<file path="src/rtl/score_ctrl_if.sv">
// Game-side bundle for score_ctrl: frame/button/event inputs and the
// score, high-score and state outputs consumed by the renderer.
interface score_ctrl_if;
    logic       i_frame_tick;
    logic       i_move;
    logic       i_collision;
    logic       i_start;
    logic [6:0] o_score;
    logic [6:0] o_high_score;
    logic [1:0] o_state;
    logic       o_new_high;

    modport master (
        output i_frame_tick, i_move, i_collision, i_start,
        input  o_score, o_high_score, o_state, o_new_high
    );

    modport slave (
        input  i_frame_tick, i_move, i_collision, i_start,
        output o_score, o_high_score, o_state, o_new_high
    );
endinterface

</file>
<file path="src/rtl/score_ctrl.sv">
// Score keeper for a single-player game: counts held-move frames into a
// saturating score, tracks the best score and sequences IDLE/PLAY/DEAD.
module score_ctrl #(
    parameter int MAX_SCORE   = 99,
    parameter int MOVE_FRAMES = 8,
    parameter int DEAD_FRAMES = 60
) (
    input  logic         i_clk,
    input  logic         i_rst,
    score_ctrl_if.slave  bus
);

    typedef enum logic [1:0] {
        ST_IDLE = 2'b00,
        ST_PLAY = 2'b01,
        ST_DEAD = 2'b10
    } state_e;

    // Terminal counts held in 8 bits so compares never see a wider operand.
    localparam logic [7:0] MOVE_LAST = 8'(MOVE_FRAMES - 1);
    localparam logic [7:0] DEAD_LAST = 8'(DEAD_FRAMES - 1);
    localparam logic [6:0] SCORE_MAX = 7'(MAX_SCORE);

    state_e     state_q, state_d;
    logic [7:0] move_cnt_q, move_cnt_d;
    logic [7:0] frame_cnt_q, frame_cnt_d;
    logic [6:0] score_q, score_d;
    logic [6:0] high_q, high_d;
    logic       new_high_q, new_high_d;

    // Next-state and counter/score update logic.
    always_comb begin
        state_d     = state_q;
        move_cnt_d  = move_cnt_q;
        frame_cnt_d = frame_cnt_q;
        score_d     = score_q;
        high_d      = high_q;
        new_high_d  = new_high_q;

        case (state_q)
            ST_IDLE: begin
                if (bus.i_start) begin
                    state_d     = ST_PLAY;
                    score_d     = 7'd0;
                    new_high_d  = 1'b0;
                    move_cnt_d  = 8'd0;
                    frame_cnt_d = 8'd0;
                end else begin
                    state_d = ST_IDLE;
                end
            end
            ST_PLAY: begin
                // Collision wins over any increment due on the same edge.
                if (bus.i_collision) begin
                    state_d     = ST_DEAD;
                    move_cnt_d  = 8'd0;
                    frame_cnt_d = 8'd0;
                    if (score_q > high_q) begin
                        high_d     = score_q;
                        new_high_d = 1'b1;
                    end else begin
                        new_high_d = new_high_q;
                    end
                end else if (bus.i_frame_tick) begin
                    if (bus.i_move) begin
                        if (move_cnt_q == MOVE_LAST) begin
                            move_cnt_d = 8'd0;
                            if (score_q < SCORE_MAX) begin
                                score_d = score_q + 7'd1;
                            end else begin
                                score_d = score_q;
                            end
                        end else begin
                            move_cnt_d = move_cnt_q + 8'd1;
                        end
                    end else begin
                        move_cnt_d = 8'd0;
                    end
                end else begin
                    state_d = ST_PLAY;
                end
            end
            ST_DEAD: begin
                if (bus.i_frame_tick) begin
                    if (frame_cnt_q == DEAD_LAST) begin
                        state_d     = ST_IDLE;
                        frame_cnt_d = 8'd0;
                    end else begin
                        frame_cnt_d = frame_cnt_q + 8'd1;
                    end
                end else begin
                    state_d = ST_DEAD;
                end
            end
            default: begin
                state_d     = ST_IDLE;
                move_cnt_d  = 8'd0;
                frame_cnt_d = 8'd0;
            end
        endcase
    end

    // State and datapath registers with synchronous reset.
    always_ff @(posedge i_clk) begin
        if (i_rst) begin
            state_q     <= ST_IDLE;
            move_cnt_q  <= 8'd0;
            frame_cnt_q <= 8'd0;
            score_q     <= 7'd0;
            high_q      <= 7'd0;
            new_high_q  <= 1'b0;
        end else begin
            state_q     <= state_d;
            move_cnt_q  <= move_cnt_d;
            frame_cnt_q <= frame_cnt_d;
            score_q     <= score_d;
            high_q      <= high_d;
            new_high_q  <= new_high_d;
        end
    end

    assign bus.o_score      = score_q;
    assign bus.o_high_score = high_q;
    assign bus.o_state      = state_q;
    assign bus.o_new_high   = new_high_q;

endmodule

</file>
<file path="src/flat_wrapper.sv">
// flat-port wrapper written by rule: the top's interface ports become plain ports
module score_ctrl_flat 
#(
    parameter int MAX_SCORE   = 99,
    parameter int MOVE_FRAMES = 8,
    parameter int DEAD_FRAMES = 60
)
  (i_clk, i_rst, bus_i_frame_tick, bus_i_move, bus_i_collision, bus_i_start, bus_o_score, bus_o_high_score, bus_o_state, bus_o_new_high);
  score_ctrl_if bus_i ();
  input  logic i_clk;
  input  logic i_rst;
  input wire logic [$bits(bus_i.i_frame_tick)-1:0] bus_i_frame_tick;
  input wire logic [$bits(bus_i.i_move)-1:0] bus_i_move;
  input wire logic [$bits(bus_i.i_collision)-1:0] bus_i_collision;
  input wire logic [$bits(bus_i.i_start)-1:0] bus_i_start;
  output wire logic [$bits(bus_i.o_score)-1:0] bus_o_score;
  output wire logic [$bits(bus_i.o_high_score)-1:0] bus_o_high_score;
  output wire logic [$bits(bus_i.o_state)-1:0] bus_o_state;
  output wire logic [$bits(bus_i.o_new_high)-1:0] bus_o_new_high;
  assign bus_i.i_frame_tick = bus_i_frame_tick;
  assign bus_i.i_move = bus_i_move;
  assign bus_i.i_collision = bus_i_collision;
  assign bus_i.i_start = bus_i_start;
  assign bus_o_score = bus_i.o_score;
  assign bus_o_high_score = bus_i.o_high_score;
  assign bus_o_state = bus_i.o_state;
  assign bus_o_new_high = bus_i.o_new_high;
  score_ctrl #(.MAX_SCORE(MAX_SCORE), .MOVE_FRAMES(MOVE_FRAMES), .DEAD_FRAMES(DEAD_FRAMES)) u_core (.i_clk(i_clk), .i_rst(i_rst), .bus(bus_i));
endmodule
</file>
<file path="config.mk">
export PLATFORM = sky130hd
export DESIGN_NAME = score_ctrl_flat
export DESIGN_NICKNAME = d
export VERILOG_FILES = /design/src/rtl/score_ctrl_if.sv /design/src/rtl/score_ctrl.sv /design/src/flat_wrapper.sv
export SDC_FILE = /design/constraint.sdc
export NUM_CORES = 1
export LEC_CHECK = 0
export ABC_AREA = 1
export BUFFER_PORTS_ARGS = -buffer_cell sky130_fd_sc_hd__buf_2
export CAP_MARGIN = 20
export CORE_MARGIN = 2
export CORE_UTILIZATION = 40
export CTS_CLUSTER_SIZE = 25
export DETAILED_ROUTE_END_ITERATION = 8
export PLACE_DENSITY_LB_ADDON = 0.1
export SLEW_MARGIN = 20
export SYNTH_ARGS = -nofsm -noshare
export SYNTH_HDL_FRONTEND = slang
export SYNTH_SLANG_ARGS = --single-unit
</file>
<file path="constraint.sdc">
create_clock -name i_clk -period 1.4 [get_ports i_clk]
set_input_delay 0.28 -clock i_clk [delete_from_list [all_inputs] [get_ports i_clk]]
set_output_delay 0.28 -clock i_clk [all_outputs]
set_load 0.005 [all_outputs]
</file>
Yosys cells after proc, flatten, opt, wreduce, memory -nomap -nowiden:

Cells that the tools add are included.

* bits in registers: 33
* input bits: 6
* output and inout bits: 17
* word-level logic and storage cells: 63

* add/sub/neg operators: 3
* order comparisons: 2
* equality and inequality tests: 16
* muxes and demuxes: 27
* bitwise logic cells: 1
* reduce and logical (&&, ||, !) cells: 8

Operators with widths (number)
* $mux 8: 8
* $pmux 8 s3: 2
* $mux 7: 6
* $add 8x1->8 const B: 2
* $pmux 7 s2: 1
* $ne 2x2->1 const B: 6
* $reduce_and 3->1: 3
* $eq 8x3->1 const B: 1
* $eq 8x6->1 const B: 1
* $mux 2: 4
* $add 7x1->7 const B: 1
* $gt 7x7->1: 1
* $lt 7x7->1 const B: 1
* $reduce_and 7->1: 1
* $ne 2x1->1 const B: 3
* $ne 3x3->1 const B: 2
* $pmux 2 s3: 1
* $mux 1: 4
* $reduce_and 4->1: 1
* $ne 3x2->1 const B: 1
* $eq 2x1->1 const B: 1
* $eq 2x2->1 const B: 1
* $logic_not 2->1: 1
* $pmux 1 s2: 1
* 3 further kinds: 3

Longest topological paths before layout:

Gate-level depths: netlist (run 1).

* depth in word-level cells: 7
* mapped depth: 10
* gate-level depth less buffers: 10

Worst setup path before layout (run 1):

No wires, ideal clock.

* path kind: reg2reg
* start point: register u_core.high_q[6], in the netlist u_core.bus.o_high_score[6]
* end point: register u_core.high_q[0], in the netlist u_core.bus.o_high_score[0]
* library setup time: 135 ps
* data arrival time: 1411 ps
* required time: 1265 ps
* path slack: -146 ps
* cell stages (with the launch flop): 10
* buffers on the path: 0
* path through: dfxtp_1 -> inv_1 -> ha_1 -> nand2_1 -> nor2_1 -> nand2_1 -> nand2_1 -> nand2_2 -> nand2_1 -> a21oi_1

* word-level cells in the longest chain between the ends: 2

Ends and longest elaborated chain
* from (decl): line score_ctrl.sv:28 `logic [6:0] high_q, high_d;`
* from (signal assigned): line score_ctrl.sv:117 `high_q <= high_d;`
* $gt 7x7->1: line score_ctrl.sv:58 `if (score_q > high_q) begin`
* $reduce_and 3->1 (no line)

Every way passes these cells.
A chain may end at the register's enable or synchronous reset.

Worst setup path in the final report (run 1):

* start point: register u_core.high_q[4], in the netlist u_core.bus.o_high_score[4]
* end point: register u_core.high_q[4], in the netlist u_core.bus.o_high_score[4]

The elaborated chain is that of the path after synthesis.

==> results of run 1 <==
==> cells by family (layout without fill, tap and decap cells) <==
| family | count (synthesis) | after routing | synth area share, % |
|---|---|---|---|
| buffers and inverters | 40 | 115 | 8.189 |
| adders and majority gates | 10 | 10 | 6.398 |
| xor gates and xnor gates | 2 | 2 | 0.8959 |
| and+or+nand+nor | 162 | 162 | 38.71 |
| AOI/OAI and AO/OA | 41 | 41 | 12.03 |
| DFF | 33 | 33 | 33.78 |
==> area by class of cell <==
cell class | instances | area share [%]
multi-input combinational | 215 | 47.44
clock buffer | 7 | 2.990
tap | 67 | 2.903
timing repair buffer | 72 | 18.11
inverter | 36 | 4.853
sequential | 33 | 23.70
==> per-layer routing <==
metal / vias to the layer above / wire [µm] / GRT usage, %
met5: - / 0 / 0
met2: 24 / 2646 / 35.02
li1: 1093 / - / -
met1: 935 / 2297 / 21.80
met3: 8 / 161 / 4.390
met4: 0 / 97 / 8.081
==> worst paths after layout <==
| path | startpoint | to | slack [ps] |
|---|---|---|---|
| setup / recovery | u_core.bus.o_high_score[4] | u_core.bus.o_high_score[4] | -40 |
| hold / removal | bus_i_frame_tick | u_core.bus.o_state[1] | 290 |
| setup reg to reg | u_core.bus.o_high_score[4] | u_core.bus.o_high_score[4] | -40 |
| hold reg to reg | u_core.frame_cnt_q[5] | u_core.frame_cnt_q[5] | 450 |
==> Yosys cell counts (all sizes together) (2+ instances only) <==
master,n
xor2,2
inv,36
nor3,8
buf,2
nand3,34
a31oi,2
o21ai,5
dfxtp,33
a21oi,32
nand2,70
nand4,4
clkbuf,2
ha,10
nor2,43
==> where the power goes <==
group	switching [mW]	total, mW	internal [mW]
Combinational	0.374	0.663	0.289
Sequential	0.0274	0.997	0.970
Clock	0.356	0.746	0.390
==> stage by stage <==
step                total power, mW  std cells  hold WS [ps]  util [%]  setup slack [ps]
floorplan                     1.348        288         430.5         -            0.3200
global placement              1.561        419         437.2     53.32            -82.63
detailed placement            1.562        419         439.0     53.32            -104.4
CTS                           2.360        427         273.9     56.95            -34.91
global route                  2.533        430         306.9     61.14            -116.0
finish                        2.407        430         290.2     61.14            -39.90
==> worst register-to-register path, cell delays in order (launching register included) <==
cell and delay (ps):
dfxtp_2 330, inv_2 40, ha_4 270, nand2_4 50, nor2_4 140, a31oi_4 110, buf_12 150, nand2_8 90
nand2_2 60, a21oi_2 120
==> what timing repair did <==
item | 4_1_cts | 5_1_grt
cloned | 0 | 0
setup buffers | 2 | 3
endpoints found under the setup margin | 14 | 25
pin swaps | 8 | 21
gates resized for setup | 15 | 48
==> state kept, by name, summed over array words and instances, names as in the netlist <==
signal                   cells
u_core.bus.o_high_score      7
u_core.bus.o_new_high        1
u_core.bus.o_score           7
u_core.bus.o_state           2
u_core.frame_cnt_q           8
u_core.move_cnt_q            8
==> qor.yml, run 1 <==
global_routing:
  antenna_found_initial: 0
  first_global_vias: 1868
  grt_pass1_wl_um: 8010
  grt_max_degree: 15
  grtUsageTotal_pct: 19.40
  gr-total-overflow: 0
setup_path:
  crit_family: "simple AND/OR/NAND/NOR gates"
  slowest_stage: "dfxtp_2"
  path_class: "register to register"
  critical_path.startpoint_type: "register"
  crit_buf_inv: 2
  endpoint_kind: "register"
  max_stage_delay_ps: 330
  rr_worst_depth: 9
  worstPathArrival_ps: 1660
  cp.depth: 9
  crit_required_ps: 1620
  cp_max_fo: 8
  crit_chain: "inv_2, ha_4, nand2_4, nor2_4, a31oi_4, buf_12, nand2_8, nand2_2, a21oi_2"
route:
  vias: 2060
  drt_first_pass_iters: 4
  drt_iter0_drc: 83
  drt-vias-per-instance: 4.791
  drc: 0
  avgRoutedWirePerCell_um: 12.10
  ant_nets: 0
  wl_um: 5202
timing:
  fmax_ghz: 0.6945
  setup_viol: 7
  post-route-period-util_pct: 102.9
  finalClockSkew_ps: 6.670
  final_hold_viol_count: 0
  tightest_slew_ps: 230.8
  relSlewSlack_pct: 84.60
  tns_ps: -173.4
  rsz0062_at_grt: "yes"
  fin_crit_ps: 1440
  timing.final.max_slew_violations: 0
  finalWorstSetupSlack_ps: -39.90
die:
  start_util_pct: 41.40
  num_rows: 25
  die_w_um: 73.92
  dieArea_um2: 5464
  die_h_um: 73.92
  io_pins: 23
  core_um2: 4723
synth:
  syn_nets: 304
  syn_inst: 288
  synth-edff-count: 0
  syn_avg_cell_area_um2: 6.790
  ys_top_cells_by_area: "dfxtp_1 34%, nand2_1 12%, nand3_1 8.4%"
  synth_top_area_share_pct: 33.78
  synth.yosys.seq_area_share_pct: 33.78
  synth_top_area_cell: "dfxtp_1"
  syn_area_um2: 1956
  synth-seq-cells: 33
  yosysWarnings: 0
  async_reset_ff_share_pct: 0
  post_synth_num_cell_types: 31
  synthFlopType: "dfxtp_1"
clock_tree:
  clkTransAtPathRegs_ps: 70
  cts_tree: "yes"
  root_buffer: "clkbuf_8"
  clkSinkCount: 33
  hold_buffers: 0
  cts_made_buffers: 5
  htree_levels: 2
  clkLatencyLatePin_ps: 290
  clockBufferDepth: 2
worst_hold_path:
  holdCritPathClass: "input pin to register"
  holdPathStages: 3
placement:
  port_buffers: 22
  dp_hpwl_um: 3857
  post_dp_cell_area_um2: 2519
  gp_congestion: 0.8478
status:
  violations: "setup timing"
  outcome: "finished with violations"
finish:
  num_antenna_cells: 0
  layout_commonest_cell: "nand2_1"
  n_fill_cell: 433
  multi_input_comb_area_um2: 1370
  fin_area_um2: 2888
  syn_to_final_growth_pct: 47.66
  drive_gt1_share_pct: 44.63
  layout_common_cells: "49 x nand2_1, 47 x buf_4, 30 x nor2_1"
  nets: 379
  seq_area_um2: 684.4
pwr:
  powerDensity_nw_per_um2: 833.4
  leakage_nw: 1.222
  ir_worst_vdd_uv: 404.7
job:
  drv_cap: 0
Note: power is estimated with default switching activity, not from simulation.
==> run 2, diff against run 1 <==
--- a/config.mk
+++ b/config.mk
@@ -5,11 +5,10 @@
 export SDC_FILE = /design/constraint.sdc
 export NUM_CORES = 1
 export LEC_CHECK = 0
-export ABC_AREA = 1
 export BUFFER_PORTS_ARGS = -buffer_cell sky130_fd_sc_hd__buf_2
 export CAP_MARGIN = 20
 export CORE_MARGIN = 2
-export CORE_UTILIZATION = 40
+export CORE_UTILIZATION = 52
 export CTS_CLUSTER_SIZE = 25
 export DETAILED_ROUTE_END_ITERATION = 8
 export PLACE_DENSITY_LB_ADDON = 0.1
==> run 2 against run 1 <==
  * The flow still finishes with violations (setup timing)
  * Combinational power down 51%
  * Largest power group unchanged
  * Highest routed layer unchanged
  * Sequential power is 3.8% lower
  * Final cell count down 20%
==> qor.yml, run 2 <==
setup_path:
  crit_required_ps: 1680  # was 1620 ps
  crit_chain: "ha_4, or4b_4, nor4_4, buf_6, a41oi_2, o21ai_1"  # was inv_2, ha_4, nand2_4, nor2_4, a31oi_4, buf_12, nand2_8, nand2_2, a21oi_2
  crit_family: "simple AND/OR/NAND/NOR gates"  # unchanged
  crit_buf_inv: 1  # was 2
  slowest_stage: "or4b_4"  # was dfxtp_2
  cp_max_fo: 6  # was 8
  path_class: "register to register"  # unchanged
  max_stage_delay_ps: 500  # was 330 ps
  critical_path.startpoint_type: "register"  # unchanged
  endpoint_kind: "register"  # unchanged
  worstPathArrival_ps: 2040  # was 1660 ps
timing:
  relSlewSlack_pct: 73.74  # was 84.60%
  fin_hold_ws_ps: 320.9  # was 290.2 ps
  setup_viol: 30  # was 7
  finalWorstSetupSlack_ps: -364.7  # was -39.90 ps
  post-route-period-util_pct: 126.0  # was 102.9%
  final_hold_viol_count: 0  # unchanged
  tns_ps: -6333  # was -173.4 ps
  rsz0062_at_grt: "yes"  # unchanged
  fmax_ghz: 0.5667  # was 0.6945 GHz
  tightest_slew_ps: 391.0  # was 230.8 ps
  finalClockSkew_ps: 5.735  # was 6.670 ps
  fin_crit_ps: 1765  # was 1440 ps
  timing.final.max_slew_violations: 0  # unchanged
die:
  dieArea_um2: 4088  # was 5464 µm²
  die_h_um: 63.94  # was 73.92 µm
  core_um2: 3390  # was 4723 µm²
  die_w_um: 63.94  # was 73.92 µm
  num_rows: 21  # was 25
  start_util_pct: 55.11  # was 41.40%
  io_pins: 23  # unchanged
synth:
  syn_avg_cell_area_um2: 8.895  # was 6.790 µm²
  syn_area_um2: 1868  # was 1956 µm²
  syn_inst: 210  # was 288
  post_synth_num_cell_types: 46  # was 31
  synth_most_common_cell: "dfxtp_1"  # was nand2_1
  synthTopCellsByCount: "33 x dfxtp_1, 17 x nand2b_1, 16 x inv_1, 14 x nor2_1, 12 x a21oi_1"  # was 62 x nand2_1, 37 x nor2_1, 33 x dfxtp_1, 33 x nand3_1
  ys_top_cells_by_area: "dfxtp_1 35%, ha_1 6.7%, nand2b_1 5.7%"  # was dfxtp_1 34%, nand2_1 12%, nand3_1 8.4%
  synth_top_area_share_pct: 35.37  # was 33.78%
  synth-seq-cells: 33  # unchanged
  synth.yosys.seq_area_share_pct: 35.37  # was 33.78%
  synthFlopType: "dfxtp_1"  # unchanged
  synth-edff-count: 0  # unchanged
  synth_top_area_cell: "dfxtp_1"  # unchanged
  syn_nets: 226  # was 304
  yosysWarnings: 0  # unchanged
  async_reset_ff_share_pct: 0  # unchanged
clock_tree:
  clkLatencyLatePin_ps: 350  # was 290 ps
  clockBufferDepth: 2  # unchanged
  cts_made_buffers: 5  # unchanged
  cts_tree: "yes"  # unchanged
  hold_buffers: 0  # unchanged
  root_buffer: "clkbuf_4"  # was clkbuf_8
  clkSinkCount: 33  # unchanged
  htree_levels: 2  # unchanged
  clkTransAtPathRegs_ps: 100  # was 70 ps
pwr:
  total_power_mw: 1.878  # was 2.407 mW
  leakage_nw: 1.183  # was 1.222 nW
  ir_worst_vdd_uv: 843.7  # was 404.7 µV
  powerDensity_nw_per_um2: 661.7  # was 833.4 nW/µm²
global_routing:
  gr-total-overflow: 0  # unchanged
  grt_max_degree: 17  # was 15
  antenna_found_initial: 0  # unchanged
  grtUsageTotal_pct: 25.95  # was 19.40%
  first_global_vias: 1940  # was 1868
  grt_pass1_wl_um: 8411  # was 8010 µm
route:
  ant_nets: 0  # unchanged
  drt-vias-per-instance: 5.927  # was 4.791
  drc: 0  # unchanged
  avgRoutedWirePerCell_um: 16.83  # was 12.10 µm
  drt_first_pass_iters: 4  # unchanged
  vias: 2033  # was 2060
  wl_um: 5772  # was 5202 µm
  drt_iter0_drc: 163  # was 83
placement:
  gp_congestion: 0.8476  # was 0.8478
  port_buffers: 22  # unchanged
  dpl.cell_count: 326  # was 419
  dp_slack_ps: -423.5  # was -104.4 ps
  post_dp_cell_area_um2: 2515  # was 2519 µm²
  dp_hpwl_um: 3680  # was 3857 µm
finish:
  syn_to_final_growth_pct: 51.91  # was 47.66%
  drive_gt1_share_pct: 46.46  # was 44.63%
  layout_commonest_cell: "buf_4"  # was nand2_1
  layout_common_cells: "53 x buf_4, 22 x buf_2, 20 x dfxtp_1"  # was 49 x nand2_1, 47 x buf_4, 30 x nor2_1
  fin_cells: 343  # was 430
  num_antenna_cells: 0  # unchanged
  top_regs: "u_core.frame_cnt_q (8), u_core.move_cnt_q (8)"  # unchanged
  fin_util_pct: 83.72  # was 61.14%
  nets: 312  # was 379
  fin_area_um2: 2838  # was 2888 µm²
status:
  outcome: "finished with violations"  # unchanged
  violations: "setup timing"  # unchanged
worst_hold_path:
  holdCritPathClass: "input pin to register"  # unchanged
job:
  drv_cap: 0  # unchanged
run 2: cell count changes in the layout (fill, tap and decap cells not counted), sizes merged, moves of 17 or more:
cell | before | now
inv | 36 | 16
nand2 | 70 | 7
nand3 | 34 | 9
a21oi | 32 | 12
nor2 | 43 | 14
nand2b | 0 | 17
run 2: what timing repair did:
action / in CTS / in global routing
gates resized for setup: 19 / 23
setup buffers: 5 / 6
pin swaps: 21 / 10
endpoints found under the setup margin: 29 / 30
run 2: cells by family (layout without fill, tap and decap cells):
| family | count (synthesis) | count (layout) | share of synthesized area [%] |
|---|---|---|---|
| simple gates | 77 | 77 | 25.05 |
| buf+inv | 20 | 107 | 4.823 |
| xor+xnor | 10 | 10 | 4.689 |
| flops | 33 | 33 | 35.36 |
| compound gates | 51 | 51 | 18.55 |
| fa+ha+maj | 10 | 10 | 6.698 |
| mux | 9 | 9 | 4.823 |
run 2: layout make-up:
| cell class | count | area [µm²] |
|---|---|---|
| flip-flops and latches | 33 | 686.9 |
| clock buffers | 8 | 58.81 |
| fillers | 178 | 551.8 |
| well taps | 46 | 57.56 |
| repair buffers | 83 | 615.6 |
| inverters | 16 | 60.06 |
| multi-input cells | 157 | 1359 |
run 2: metal layers:
| metal | GRT usage [%] | wire length, µm |
|---|---|---|
| met5 | 0 | 0 |
| met4 | 12.50 | 227 |
| met3 | 6.690 | 347 |
| met2 | 44.53 | 2940 |
| met1 | 29.80 | 2257 |
run 2: where the power goes:
group	internal [mW]	leakage, nW	switching (mW)
sequential	0.946	0.274	0.0126
combinational	0.166	0.877	0.161
clock	0.248	0.0326	0.345
total	1.36	1.18	0.518
run 2: path summary, 6_finish.rpt:
check / startpoint / slack [ps] / cells past startpoint / end
max: u_core.move_cnt_q[0] / -360 / 6 / u_core.bus.o_score[3]
min: i_rst / 320 / 3 / u_core.bus.o_high_score[5]
max reg2reg: u_core.move_cnt_q[0] / -360 / 6 / u_core.bus.o_score[3]
min reg2reg: u_core.bus.o_new_high / 470 / 2 / u_core.bus.o_new_high
run 2: worst reg2reg max path, stage by stage, from the launching register on:
cell     delay [ps]
dfxtp_4         380
ha_4            130
or4b_4          500
nor4_4          300
buf_6           170
a41oi_2         110
o21ai_1         100
